File: src/rtl/tdc_coarse_counter.sv
// Coarse TDC interval counter: counts quad-clock cycles from a start rising edge
// to a stop rising edge and holds the result for the DAQ with a valid/ack handshake.
module tdc_coarse_counter #(
  parameter int BIT_COUNT      = 32,
  parameter int TIMEOUT_CYCLES = 1000
) (
  input  logic                 clk,
  input  logic                 reset,
  input  logic                 i_enable,
  input  logic                 i_start,
  input  logic                 i_stop,
  input  logic                 i_ack,
  output logic                 o_busy,
  output logic                 o_valid,
  output logic [BIT_COUNT-1:0] o_count,
  output logic                 o_timeout,
  output logic                 o_overrun,
  output logic [7:0]           o_meas_id
);

  typedef enum logic [1:0] {
    IDLE,
    COUNT,
    HOLD
  } state_t;

  localparam logic [BIT_COUNT-1:0] TIMEOUT_VAL = BIT_COUNT'(TIMEOUT_CYCLES);

  state_t               state, state_nxt;
  logic [BIT_COUNT-1:0] counter, counter_nxt;
  logic [BIT_COUNT-1:0] count_nxt;
  logic                 timeout_nxt;
  logic                 overrun_nxt;
  logic [7:0]           meas_id_nxt;
  logic                 start_d, stop_d;
  logic                 start_rise, stop_rise;

  assign start_rise = i_start & ~start_d;
  assign stop_rise  = i_stop & ~stop_d;
  assign o_busy     = (state == COUNT);
  assign o_valid    = (state == HOLD);

  // NOTE: every value produced here gets a default first, so no path can infer a latch.
  always_comb begin
    state_nxt   = state;
    counter_nxt = counter;
    count_nxt   = o_count;
    timeout_nxt = o_timeout;
    overrun_nxt = o_overrun;
    meas_id_nxt = o_meas_id;
    case (state)
      IDLE: begin
        if (i_enable && start_rise) begin
          counter_nxt = BIT_COUNT'(1);
          state_nxt   = COUNT;
        end
      end
      COUNT: begin
        if (start_rise) overrun_nxt = 1'b1;
        if (!i_enable) begin
          counter_nxt = '0;
          state_nxt   = IDLE;
        end else if (stop_rise) begin
          // Stop wins over timeout when both land in the same cycle.
          count_nxt   = counter;
          timeout_nxt = 1'b0;
          meas_id_nxt = o_meas_id + 8'd1;
          state_nxt   = HOLD;
        end else if (counter == TIMEOUT_VAL) begin
          count_nxt   = counter;
          timeout_nxt = 1'b1;
          meas_id_nxt = o_meas_id + 8'd1;
          state_nxt   = HOLD;
        end else begin
          counter_nxt = counter + BIT_COUNT'(1);
        end
      end
      HOLD: begin
        // A start edge coinciding with ack is still dropped.
        if (start_rise) overrun_nxt = 1'b1;
        if (i_ack) begin
          timeout_nxt = 1'b0;
          state_nxt   = IDLE;
        end
      end
      default: state_nxt = IDLE;
    endcase
  end

  // NOTE: sequential state uses non-blocking assignments only, so every register
  // samples the pre-edge values regardless of statement order.
  always_ff @(posedge clk) begin
    start_d <= i_start;
    stop_d  <= i_stop;
    if (reset) begin
      state     <= IDLE;
      counter   <= '0;
      o_count   <= '0;
      o_timeout <= 1'b0;
      o_overrun <= 1'b0;
      o_meas_id <= 8'd0;
    end else begin
      state     <= state_nxt;
      counter   <= counter_nxt;
      o_count   <= count_nxt;
      o_timeout <= timeout_nxt;
      o_overrun <= overrun_nxt;
      o_meas_id <= meas_id_nxt;
    end
  end

endmodule

File: config.mk
export PLATFORM = sky130hd
export DESIGN_NAME = tdc_coarse_counter
export DESIGN_NICKNAME = d
export VERILOG_FILES = /design/src/rtl/tdc_coarse_counter.sv
export SDC_FILE = /design/constraint.sdc
export NUM_CORES = 1
export LEC_CHECK = 0
export BUFFER_PORTS_ARGS = -buffer_cell sky130_fd_sc_hd__buf_4
export CAP_MARGIN = 0
export CORE_MARGIN = 4
export CORE_UTILIZATION = 50
export DETAILED_ROUTE_END_ITERATION = 10
export PLACE_DENSITY = 0.8
export SKIP_LAST_GASP = 1
export SLEW_MARGIN = 20
export SYNTH_ARGS = -nofsm -noshare
export SYNTH_HDL_FRONTEND = slang
export SYNTH_SLANG_ARGS = --single-unit
File: constraint.sdc
create_clock -name clk -period 2.8 [get_ports clk]
set_input_delay 0.14 -clock clk [delete_from_list [all_inputs] [get_ports clk]]
set_output_delay 0.14 -clock clk [all_outputs]
set_load 0.05 [all_outputs]
=== Word-level counts from Yosys, hierarchy flattened ===
Cells that the tools add are included.

* $add $sub $neg: 2
* Eq/ne operators: 10
* Muxes and demuxes: 20
* Bitwise gates (word level): 4
* Reduce and logical (&&, ||, !) cells: 11

{| class="wikitable"
|+ Operator list
! kind !! number
|-
| $mux 32 || 6
|-
| $pmux 32 s2 || 1
|-
| $add 32x1->32 const B || 1
|-
| $eq 32x10->1 const B || 1
|-
| $mux 8 || 2
|-
| $mux 2 || 5
|-
| $add 8x1->8 const B || 1
|-
| $reduce_and 4->1 || 2
|-
| $ne 2x2->1 const B || 3
|-
| $ne 3x3->1 const B || 2
|-
| $pmux 2 s3 || 1
|-
| $reduce_and 3->1 || 2
|-
| $reduce_bool 2->1 || 3
|-
| $mux 1 || 4
|-
| $ne 4x2->1 const B || 1
|-
| $ne 3x1->1 const B || 1
|-
| $and 1x1->1 || 2
|-
| $eq 2x1->1 const B || 1
|-
| $eq 2x2->1 const B || 1
|-
| $logic_not 2->1 || 1
|-
| $not 1->1 || 2
|-
| $pmux 1 s2 || 1
|-
| $reduce_and 2->1 || 1
|-
| $reduce_or 2->1 || 1
|-
| $logic_and 1x1->1 || 1
|}

* Bits in registers: 78
* Output and inout bits: 44

=== Logic depth before layout (Yosys ltp) ===
* Word-level depth: 5
* Mapped depth: 9

=== Worst setup path after synthesis ===
OpenSTA, ideal clock, no wires.

* Kind: register to register
* Start point: register state[1]
* End point: register counter[31]
* Setup time: 63 ps
* Arrival time: 2288 ps
* Slack: 449 ps
* Cell stages (with the launch flop): 9
* Path buffers: 1
* Cell sequence: dfxtp_1 > inv_1 > ha_1 > nand2_1 > a211oi_1 > o211ai_1 > clkbuf_1 > or4b_1 > nand3_1

* Word-level cells in the longest chain between the ends: 3

{| class="wikitable"
|+ Ends and longest elaborated chain
! item !! RTL line !! RTL
|-
| from (decl) || 29 || <nowiki>state_t state, state_nxt;</nowiki>
|-
| from (signal assigned) || 103 || <nowiki>state <= state_nxt;</nowiki>
|-
| $eq 2x1->1 (*) || - ||
|-
| named net o_busy || 13 || <nowiki>output logic o_busy,</nowiki>
|-
| $ne 3x3->1 (no line) / $reduce_bool 2->1 (equally long branches) || - ||
|-
| $reduce_and 4->1 (no line) || - ||
|-
| to (signal assigned) || 104 || <nowiki>counter <= counter_nxt;</nowiki>
|-
| to (decl) || 30 || <nowiki>logic [BIT_COUNT-1:0] counter, counter_nxt;</nowiki>
|}

The timed path passes the listed nets; every way through them passes the cells marked *.
A chain may end at the register's enable or synchronous reset.

=== Worst setup path in the final report ===
* Start point: register counter[11]
* End point: register counter[25]

* Word-level cells in the longest chain between the ends: 5

{| class="wikitable"
|+ Ends and longest elaborated chain
! item !! RTL line !! RTL
|-
| $add 32x1->32 || 75 || <nowiki>counter_nxt = counter + BIT_COUNT'(1);</nowiki>
|-
| $mux 32 || 69 || <nowiki>end else if (counter == TIMEOUT_VAL) begin</nowiki>
|-
| $mux 32 || 63 || <nowiki>end else if (stop_rise) begin</nowiki>
|-
| $mux 32 || 60 || <nowiki>if (!i_enable) begin</nowiki>
|-
| $pmux 32 s2 || 51 || <nowiki>case (state)</nowiki>
|}

Parallel ways exist; a longest one is shown, timed or not. The select of a mux whose other input is x is not followed.

==> results by group <==
Detailed routing
  • Routed vias: 3894
  • WL final: 10400 µm
  • Post-route DRC: 0
  • Iter 0 DRT Violations: 254
  • Post-route antenna net violation count: 0
  • Avg WL per Cell: 16.7 µm
  • Via-to-Cell Ratio: 6.28
  • Initial DRT Pass Iterations: 5

Floorplanning
  • FP Rows: 32
  • Die Y: 96.8 µm
  • Ports: 50
  • Die width: 96.8 µm
  • Core region area: 7690 µm²
  • Full die area: 9370 µm²
  • Starting Density: 0.513

Synth
  • FFs w/ async S/R, synth: 0
  • Synth unique cells: 66
  • Synth top area cells: dfxtp_1 40%, nand3_1 6.9%, o21ai_0 6.1%
  • Syn_nets: 487
  • Post-synth EDFFs: 0
  • Yosys warns: 0
  • Seq cells post-synth: 78
  • Leading area contributor after synthesis: dfxtp_1
  • Post-synth top flop: dfxtp_1
  • Post-synthesis sequential area ratio: 0.396
  • Avg Inst Size Synth: 8.30 µm²
  • Post-Syn Instances: 475
  • Top cell type's share of synthesized area: 0.396
  • Cell Area, Synth: 3940 µm²

Power and ir drop
  • Leakage power: 1.56 nW
  • Overall power: 2.07 mW
  • VDD IR-drop max: 0.320 mV
  • Pwr Density: 458 nW/µm²

Placement
  • HPWL after DPL: 6980 µm
  • Area post-placement: 4320 µm²
  • Input/output buffers: 49
  • Placed insts: 603
  • GP Congestion: 0.924

Worst setup path
  • WP data required: 3.00 ns
  • CP Capture Type: flop
  • CP cell instances: nor4_1 > nand4_1 > o211ai_1 > or4_1 > o311ai_0
  • Setup slack, reg-to-reg: 0.33 ns
  • CP max-delay cell: o211ai_1
  • CP top delay family: compound AO/OA/AOI/OAI gates
  • Critical path launch point: counter[11]
  • Arr. time, crit path: 2.67 ns
  • Critical Path Fanout Max: 13
  • Bufs and invs on worst path: 0
  • Worst reg2reg endpoint: counter[25]
  • Crit-path max cell delay: 0.89 ns
  • R2R Path Start: counter[11]
  • Kind of critical path: flop to flop
  • Reg2Reg Depth: 5
  • Startpoint Class: flop

Timing
  • Final Cycle Share: 0.884
  • Final setup viols: 0
  • Final Hold Vio Count: 0
  • Fmax: 404 MHz
  • RSZ-0062 raised after global routing: no
  • Slew Limit Fails: 0
  • Worst-Margin Slew: 1.04 ns
  • Slew margin rel.: 0.301
  • Setup TNS Final: 0 ns
  • Clock skew: 0.00851 ns
  • Post-route minimum period: 2.47 ns

Clock tree
  • CTS Sinks: 78
  • Clock Root Buffer: clkbuf_8
  • CTS Buffer Depth: 2
  • Clk_lat worst skew: 0.35 ns
  • Cts repair resizes: 0
  • H-tree levels: 3
  • Clock-pin slew on the worst setup and hold paths: 0.07 ns
  • Hold Buf Count CTS: 2
  • Total CTS buffers: 9
  • CTS tree: done
  • Post-CTS Setup Inserts: 0

Hold path
  • HP Start: reset
  • Hold crit path type: input port to flop
  • Worst hold path stage count: 2
  • Hold Path Sink: counter[1]

Layout
  • Non-filler cells, final: 620
  • Nets: 526
  • Register area: 1560 µm²
  • Layout area overhead: 14.8%
  • Share of cells above drive strength 1: 0.185
  • Ant. Diodes: 0
  • Multi-input gate area in the final layout: 2130 µm²
  • Fill cell count: 704
  • Design area: 4530 µm²

GRT
  • Pin count of the biggest net entering global routing: 51
  • GRT Util Overall: 0.228
  • First-pass GRT wire length: 17900 µm
  • Number of global-route vias before repair: 3685
  • Grt total ovfl: 0
  • Initial antenna violation count: 0

Status
  • Status: finished, final reports clean

Run
  • Number of max-cap violations: 0
==> cell families after synthesis <==
family	synth area share
AO/OA/AOI/OAI	0.244
adder cells (fa/ha/maj)	0.0190
buffers and inverters	0.0644
flip-flops	0.396
multiplexers	0.0140
AND/OR/NAND/NOR	0.263
==> worst max-delay path by stage <==
stage / endpoint / cells past startpoint
floorplan: counter[31] / 8
global placement: counter[25] / 7
detailed placement: counter[25] / 5
CTS: counter[25] / 5
global route: counter[25] / 5
finish: counter[25] / 5
==> metrics by stage <==
stage | util | setup WS [ns] | hold WS, ns
after floorplan | - | 0.449 | 0.168
after global placement | 0.562 | 0.553 | 0.261
after global routing | 0.589 | 0.162 | 0.125
after detailed placement | 0.562 | 0.406 | 0.263
after CTS | 0.589 | 0.379 | 0.103
final | 0.589 | 0.325 | 0.113
==> Yosys cell counts, types with 8 or more instances <==
cell,number
a21oi_1,46
a31oi_1,8
clkbuf_1,22
dfxtp_1,78
inv_1,8
nand2_1,41
nand3_1,54
nand4_1,10
nor2_1,14
o211ai_1,8
o21ai_0,48
or3_1,10
or4_1,9
==> layout by cell type, fill, tap and decap left out, types with 4 or more instances in the layout <==
| cell type | n |
|---|---|
| a211oi_1 | 5 |
| a21oi_1 | 46 |
| a22oi_1 | 7 |
| a311oi_1 | 7 |
| a31oi_1 | 8 |
| and3_1 | 4 |
| buf_4 | 63 |
| clkbuf_1 | 4 |
| clkbuf_8 | 10 |
| dfxtp_1 | 78 |
| ha_1 | 6 |
| inv_1 | 8 |
| mux2_2 | 4 |
| nand2_1 | 41 |
| nand3_1 | 54 |
| nand4_1 | 10 |
| nor2_1 | 14 |
| nor2b_1 | 7 |
| nor4_1 | 7 |
| o211ai_1 | 8 |
| o21ai_0 | 48 |
| o311ai_0 | 4 |
| or3_1 | 10 |
| or4_1 | 9 |
==> state kept, by name (all words and copies together) (netlist names) <==
signal / flops
counter: 32
o_overrun: 1
state: 2
stop_d: 1
o_meas_id: 8
o_timeout: 1
o_count: 32
start_d: 1
==> power by group <==
group / leakage (nW) / internal, mW / switching, mW / total, mW
sequential: 0.629 / 1.11 / 0.00436 / 1.12
clock: 0.0908 / 0.434 / 0.377 / 0.810
combinational: 0.838 / 0.0413 / 0.103 / 0.144
total: 1.56 / 1.59 / 0.484 / 2.07
==> cell type report <==
class | instances | area share
Timing Repair Buffer | 65 | 0.109
Multi-Input combinational cell | 351 | 0.470
Sequential cell | 78 | 0.345
Tap cell | 102 | 0.0282
Clock inverter | 1 | 0.00664
Clock buffer | 14 | 0.0337
Inverter | 9 | 0.00746
==> per-layer routing <==
layer / vias up / GRT usage / share of wire
met5: - / 0 / 0
met4: 0 / 0.107 / 0.028
met3: 27 / 0.0418 / 0.081
met2: 174 / 0.368 / 0.46
met1: 1828 / 0.296 / 0.43
li1: 1865 / - / -
No activity file was read; power rests on OpenSTA's default activity.
